## src/rtl/seq_alu_mc.sv

```systemverilog
// Multi-cycle ALU: shifts, add, sign-magnitude to two's complement, plus an iterative restoring divider.
// Latency: 1 cycle accept-to-DONE for single-cycle ops, M+1 for divide/remainder; o_ready low while busy.
module seq_alu_mc #(
    parameter int M = 8,
    parameter int N = 4
) (
    input  logic         i_clk,
    input  logic         i_reset,
    input  logic         i_valid,
    output logic         o_ready,
    input  logic [N-1:0] i_op,
    input  logic [M-1:0] i_arg_A,
    input  logic [M-1:0] i_arg_B,
    output logic         o_valid,
    output logic [M-1:0] o_result,
    output logic [3:0]   o_status
);

    localparam int CW = $clog2(M);

    localparam logic [N-1:0] OP_SHR = N'(0);
    localparam logic [N-1:0] OP_ADD = N'(1);
    localparam logic [N-1:0] OP_DIV = N'(2);
    localparam logic [N-1:0] OP_ZM  = N'(3);
    localparam logic [N-1:0] OP_REM = N'(4);
    localparam logic [N-1:0] OP_ASR = N'(5);

    localparam logic [M-1:0] M_W = M[M-1:0];

    typedef enum logic [1:0] {
        S_IDLE,
        S_DIV,
        S_DONE
    } state_t;

    state_t          state_q, state_d;
    logic            is_rem_q, is_rem_d;
    logic [M-1:0]    quo_q, quo_d;
    logic [M-1:0]    rem_q, rem_d;
    logic [M-1:0]    div_b_q, div_b_d;
    logic [CW-1:0]   cnt_q, cnt_d;
    logic [M-1:0]    result_q, result_d;
    logic [3:0]      status_q, status_d;

    logic [M:0]      add_sum;
    logic [M-1:0]    zm_neg;
    logic [M-1:0]    asr_res;
    logic [M-1:0]    fast_res;
    logic            fast_carry;
    logic            fast_err;
    logic            start_div;

    logic [M:0]      trial;
    logic [M:0]      diff;
    logic            step_ge;
    logic [M-1:0]    rem_nxt;
    logic [M-1:0]    quo_nxt;
    logic [M-1:0]    div_res;

    assign add_sum = {1'b0, i_arg_A} + {1'b0, i_arg_B};
    assign zm_neg  = -{1'b0, i_arg_A[M-2:0]};
    assign asr_res = $unsigned($signed(i_arg_A) >>> i_arg_B);

    assign start_div = ((i_op == OP_DIV) || (i_op == OP_REM)) && (i_arg_B != '0);

    always_comb begin
        fast_res   = '0;
        fast_carry = 1'b0;
        fast_err   = 1'b0;
        case (i_op)
            OP_SHR:  fast_res = (i_arg_B >= M_W) ? '0 : (i_arg_A >> i_arg_B);
            OP_ADD:  {fast_carry, fast_res} = add_sum;
            OP_ZM:   fast_res = i_arg_A[M-1] ? zm_neg : i_arg_A;
            OP_ASR:  fast_res = (i_arg_B >= M_W) ? {M{i_arg_A[M-1]}} : asr_res;
            // Divide/remainder only take this path when the divisor is zero.
            OP_DIV:  fast_err = 1'b1;
            OP_REM:  fast_err = 1'b1;
            default: fast_err = 1'b1;
        endcase
    end

    // One restoring step: bring in the next dividend bit, subtract if it fits.
    assign trial   = {rem_q, quo_q[M-1]};
    assign diff    = trial - {1'b0, div_b_q};
    assign step_ge = ~diff[M];
    assign rem_nxt = step_ge ? diff[M-1:0] : trial[M-1:0];
    assign quo_nxt = {quo_q[M-2:0], step_ge};
    assign div_res = is_rem_q ? rem_nxt : quo_nxt;

    always_comb begin
        state_d  = state_q;
        is_rem_d = is_rem_q;
        quo_d    = quo_q;
        rem_d    = rem_q;
        div_b_d  = div_b_q;
        cnt_d    = cnt_q;
        result_d = result_q;
        status_d = status_q;
        o_ready  = 1'b0;
        o_valid  = 1'b0;
        case (state_q)
            S_IDLE: begin
                o_ready = 1'b1;
                if (i_valid) begin
                    if (start_div) begin
                        state_d  = S_DIV;
                        is_rem_d = (i_op == OP_REM);
                        quo_d    = i_arg_A;
                        div_b_d  = i_arg_B;
                        rem_d    = '0;
                        cnt_d    = CW'(M - 1);
                    end else begin
                        state_d  = S_DONE;
                        result_d = fast_res;
                        status_d = {fast_carry, ^fast_res, (fast_res == '0), fast_err};
                    end
                end
            end
            S_DIV: begin
                quo_d = quo_nxt;
                rem_d = rem_nxt;
                cnt_d = cnt_q - CW'(1);
                if (cnt_q == '0) begin
                    state_d  = S_DONE;
                    result_d = div_res;
                    status_d = {1'b0, ^div_res, (div_res == '0), 1'b0};
                end
            end
            S_DONE: begin
                o_valid = 1'b1;
                state_d = S_IDLE;
            end
            default: state_d = S_IDLE;
        endcase
    end

    always_ff @(posedge i_clk) begin
        if (i_reset) begin
            state_q  <= S_IDLE;
            is_rem_q <= 1'b0;
            quo_q    <= '0;
            rem_q    <= '0;
            div_b_q  <= '0;
            cnt_q    <= '0;
            result_q <= '0;
            status_q <= '0;
        end else begin
            state_q  <= state_d;
            is_rem_q <= is_rem_d;
            quo_q    <= quo_d;
            rem_q    <= rem_d;
            div_b_q  <= div_b_d;
            cnt_q    <= cnt_d;
            result_q <= result_d;
            status_q <= status_d;
        end
    end

    assign o_result = result_q;
    assign o_status = status_q;

endmodule

```

## config.mk

```make
export PLATFORM = sky130hd
export DESIGN_NAME = seq_alu_mc
export DESIGN_NICKNAME = d
export VERILOG_FILES = /design/src/rtl/seq_alu_mc.sv
export SDC_FILE = /design/constraint.sdc
export NUM_CORES = 1
export LEC_CHECK = 0
export ABC_AREA = 0
export BUFFER_PORTS_ARGS = -buffer_cell sky130_fd_sc_hd__buf_4
export CELL_PAD_IN_SITES_DETAIL_PLACEMENT = 2
export CELL_PAD_IN_SITES_GLOBAL_PLACEMENT = 2
export CORE_AREA = 2 2 88 132
export CTS_BUF_LIST = sky130_fd_sc_hd__clkbuf_16
export DETAILED_ROUTE_END_ITERATION = 8
export DIE_AREA = 0 0 90 134
export PLACE_DENSITY_LB_ADDON = 0.1
export SETUP_SLACK_MARGIN = 0.15
export SLEW_MARGIN = 10
export SYNTH_ARGS = -nofsm -noshare
export SYNTH_HDL_FRONTEND = slang
export SYNTH_SLANG_ARGS = --single-unit
export TNS_END_PERCENT = 20
```

## constraint.sdc

```tcl
create_clock -name i_clk -period 4.2 [get_ports i_clk]
set_input_delay 0.63 -clock i_clk [delete_from_list [all_inputs] [get_ports i_clk]]
set_output_delay 0.63 -clock i_clk [all_outputs]
set_load 0.02 [all_outputs]
```

==> results.md <==
- The run finished with clean final reports.
- Setup repair after global routing left no endpoint under its margin.
- Multiplexer cells account for 8.58% of the synthesized area.
- The biggest area consumer among synthesized cells is sky130_fd_sc_hd__dfxtp_1.
- For this run, the number of Yosys warnings is 0.
- For this block, the via count after detailed routing is 3832.
- The critical-path cell with the highest stage delay is sky130_fd_sc_hd__fa_1.
- The register clock-pin slew on the reported worst setup and hold paths is 0.06 ns.
- Buffers inserted during clock tree synthesis total 5.
- Synthesis handed over a netlist of 480 instances.
- Of all nets on the critical path, the largest fanout is 11.
- The remaining number of nets flagged by the antenna check after routing is 0.
- The weighted congestion reported at the end of routability-driven placement is between 0.8 and 0.9.
- For this run, the detailed router's first-pass iteration total came to 4.
- The compound-cell area share of the yosys netlist is about a quarter.
- Clock tree synthesis found a total of 42 sinks.
- The via-per-instance ratio is 5.90.
- The dominant synthesized flop cell is sky130_fd_sc_hd__dfxtp_1.
- By area, the combinational part of the netlist is dominated by simple AND/OR/NAND/NOR gates.
- In this run the worst setup path begins at quo_q[7].
- Entering global routing, the biggest net connects 36 pins.
- No sink is reached through more buffers than the 2 on the longest clock path.
- The area share of fa/ha/maj cells after synthesis is 10.0%.
- The path type of the worst min-delay path is reg -> reg.
- The number of buffers added to fix hold violations after cts is 0.
- The post-route clock period utilization is roughly 85%.
- Summed over all cells, the static leakage comes to 1.63 nW.
- By area the synthesized netlist is led by sky130_fd_sc_hd__dfxtp_1 (22%), sky130_fd_sc_hd__ha_1 (8.7%), sky130_fd_sc_hd__mux2i_1 (6.0%).
- The final net count is 554.
- The worst-case clock skew is 0.00470 ns.
- STA puts the critical path data required time at ~4.4 ns.
- The clock insertion delay at the later pin of the skew report is between 0.2 and 0.3 ns.
- The effective utilization at floorplan is 35.3%.
- The top cell family by delay on the critical path is compound AO/OA/AOI/OAI gates.
- The worst relative slew slack is 55.2%.
- The post-layout worst setup margin is 0.615 ns.
- The worst vdd rail ir drop is 0.151 mV.
- The final layout contains routed wiring with a total length of between 10000 and 15000 um.
- The critical path is of the reg -> reg type.
- The TritonCTS clock tree is yes.
- Setup total negative slack on the finished layout was measured at 0 ns.
- Each instance of the synthesized netlist takes up on average 8.05 um^2.
- By instance count, the leading cell after synthesis is sky130_fd_sc_hd__nor2_1.
- After floorplanning, the core was sized to cover roughly 0.011 mm^2.
- The commonest cells after synthesis are sky130_fd_sc_hd__nor2_1 (50), sky130_fd_sc_hd__dfxtp_1 (42), sky130_fd_sc_hd__nand2_1 (34).
- Post-CTS timing repair inserted 0 buffers for setup.
- The first-pass GRT wire length is 23200 um.
- The global-route usage over all layers is 24.1%.
- The max-slew violation count is 0.
- The number of antenna violations at the first check in global routing came to 0.
- The timing-limited maximum frequency is 0.279 GHz.
- The final total power is 1.20 mW.
- Of all flip-flops after synthesis, the portion carrying an async set or reset was 0%.
- Global routing finished with a remaining overflow of 0.
- Counting buffers and inverters, the worst setup path is 15 cells deep.
- In the final layout, the share of cells above drive strength 1 is about 16%.
- After synthesis the cells add up to 0.00386 mm^2.
- The tightest hold path in the finished design has a slack of between 0.4 and 0.5 ns.
- The count of flip-flops with a built-in enable after synthesis is 0.
- The count of distinct cell types in the synthesized netlist is 78.
- For this block, the initial DRC count from the detailed router was 157.
- Following the worst setup path forward leads to its endpoint at o_status[2].
- The reg-to-reg critical path endpoint is o_status[2].
- After synthesis, flip-flops and latches occupy 21.8% of the total area.
- After synthesis, the largest area contributor takes up a little over a fifth of total cell area.
- The startpoint kind of the worst setup timing path is a flip-flop.
- The kind of capture point of the worst setup path is a flip-flop.
- Traced cell by cell, the critical path runs through inv_1 > ha_1 > inv_1 > fa_1 > a211oi_2 > o211a_4 > nor3_4 > or2_4 > o31a_1 > a21o_2 > ha_1 > xor2_1 > xnor2_1 > o211ai_1 > a21oi_1.
- The post-synthesis sequential element count is 42.
- The number of gates given a new drive strength after cts is 0.
- 0 antenna diodes ended up in the layout.
- The data arrival time of the critical path is 3.74 ns.
- The via count of the first global-routing pass is 4219.
- The clock period minus final worst setup slack is 3.59 ns.
- The slew at the pin closest to its max-slew limit is roughly 0.66 ns.
- Setup violations remaining at the end of the flow were counted as 0.
- The wire length per cell after detailed routing is 21.8 um.
- The count of buffers added on input and output ports is 36.
- The synthesized netlist devotes around a quarter of its cell area to simple gates.
- The DRC violation count after routing is 0.
- In this run the clock root is driven by a sky130_fd_sc_hd__clkbuf_16.
- 37 I/O pins were placed.
- The detailed placement HPWL is between 10000 and 15000 um.
- CTS built an H-tree with a depth of 2.
- In this run the power density over the cells is ~270 mW/mm^2.
- The area share of xor/xnor cells in the synthesized design is 3.85%.
- From synthesis to final layout, the design area changed by 13.1%.
- The tool flagged a number of max-cap violations equal to 0.
- The worst register-to-register path has a setup slack of 0.61 ns.
- The floorplan has 47 rows.
- The beginning of the worst register-to-register path is quo_q[7].
- The floorplan die area is 0.0121 mm^2.
- In this design, the stage delay of the slowest critical-path cell is 0.44 ns.
- The number of hold-slack violations in the final timing report is 0.
- The sum of buffers and inverters on the critical path is 2.
- The synthesized net count is 532.
- Counting cells, the worst reg-to-reg path comes to 15.
- From left edge to right edge, the die measures 90 um.
- Prior to clock tree synthesis, the placed netlist has a worst setup slack of around 0.56 ns.
- In this run the vertical extent of the chip is about 130 um.
-- flip-flops by register name, summed over array words and instances, names as in the netlist --
name      flops
cnt_q         3
div_b_q       8
is_rem_q      1
o_result      8
o_status      4
quo_q         8
rem_q         8
state_q       2
-- area by class of cell --
type / instances / area, um^2
Sequential cell: 42 / 841
Inverter: 25 / 93.8
Multi-Input combinational cell: 385 / 2790
Clock inverter: 3 / 12.5
Clock buffer: 5 / 125
Tap cell: 147 / 184
Timing Repair Buffer: 43 / 323
Fill cell: 1299 / 6570
-- metal layers --
metal	global-route usage [%]	routed length [um]
met5	0	0
met3	1.97	269
met2	48.3	7960
met1	26.3	5580
met4	7.78	355
-- worst reg2reg max path: stages (launching register included) --
cell	delay (ns)
sky130_fd_sc_hd__dfxtp_1	0.33
sky130_fd_sc_hd__inv_1	0.07
sky130_fd_sc_hd__ha_1	0.15
sky130_fd_sc_hd__inv_1	0.05
sky130_fd_sc_hd__fa_1	0.44
sky130_fd_sc_hd__a211oi_2	0.37
sky130_fd_sc_hd__o211a_4	0.24
sky130_fd_sc_hd__nor3_4	0.06
sky130_fd_sc_hd__or2_4	0.33
sky130_fd_sc_hd__o31a_1	0.33
sky130_fd_sc_hd__a21o_2	0.23
sky130_fd_sc_hd__ha_1	0.28
sky130_fd_sc_hd__xor2_1	0.20
sky130_fd_sc_hd__xnor2_1	0.11
sky130_fd_sc_hd__o211ai_1	0.17
sky130_fd_sc_hd__a21oi_1	0.09
-- worst min path at each step --
stage / cells past startpoint / from / to / slack, ns
after detailed placement: 2 / o_status[3] / o_status[3] / 0.46
after global placement: 2 / o_status[3] / o_status[3] / 0.45
after floorplan: 2 / cnt_q[0] / cnt_q[0] / 0.46
after global routing: 2 / o_status[3] / o_status[3] / 0.49
final: 2 / o_status[3] / o_status[3] / 0.46
after CTS: 2 / o_status[3] / o_status[3] / 0.47
-- power by group --
part / switching [mW] / internal, mW
Combinational: 0.231 / 0.153
Clock: 0.166 / 0.215
Sequential: 0.0153 / 0.417
-- stage by stage --
step	utilization (%)	instance area, um^2	instances
2_1_floorplan	-	3860	480
3_3_place_gp	38.7	4230	642
3_5_place_dp	38.7	4230	642
4_1_cts	40.0	4370	650
5_1_grt	40.0	4370	650
6_report	40.0	4370	650
-- cells by family (layout without fill, tap and decap cells) --
logic type | count (synthesis) | count (layout)
compound gates | 130 | 130
simple gates | 179 | 179
xor+xnor | 17 | 17
mux | 29 | 29
buf+inv | 53 | 76
flops | 42 | 42
fa+ha+maj | 30 | 30
-- placed cells by master (no fill, tap or decap), types with 4 or more instances in the layout --
cell type	n
sky130_fd_sc_hd__nor2_1	50
sky130_fd_sc_hd__buf_4	43
sky130_fd_sc_hd__dfxtp_1	42
sky130_fd_sc_hd__nand2_1	34
sky130_fd_sc_hd__ha_1	27
sky130_fd_sc_hd__inv_1	26
sky130_fd_sc_hd__mux2i_1	23
sky130_fd_sc_hd__a21oi_1	20
sky130_fd_sc_hd__o21ai_0	20
sky130_fd_sc_hd__nor3_1	17
sky130_fd_sc_hd__nand3_1	16
sky130_fd_sc_hd__a211oi_1	12
sky130_fd_sc_hd__nand2b_1	10
sky130_fd_sc_hd__xnor2_1	9
sky130_fd_sc_hd__xor2_1	8
sky130_fd_sc_hd__a311oi_1	8
sky130_fd_sc_hd__nor2b_1	7
sky130_fd_sc_hd__o221ai_1	7
sky130_fd_sc_hd__a21o_1	6
sky130_fd_sc_hd__o21a_1	6
sky130_fd_sc_hd__nor4_1	5
sky130_fd_sc_hd__clkbuf_16	5
sky130_fd_sc_hd__o31ai_1	4
sky130_fd_sc_hd__nand3b_1	4
sky130_fd_sc_hd__and3_1	4
sky130_fd_sc_hd__or4_1	4
sky130_fd_sc_hd__o22ai_1	4
sky130_fd_sc_hd__a31oi_1	4
sky130_fd_sc_hd__a221oi_1	4
Power figures use the tool's default switching activity.
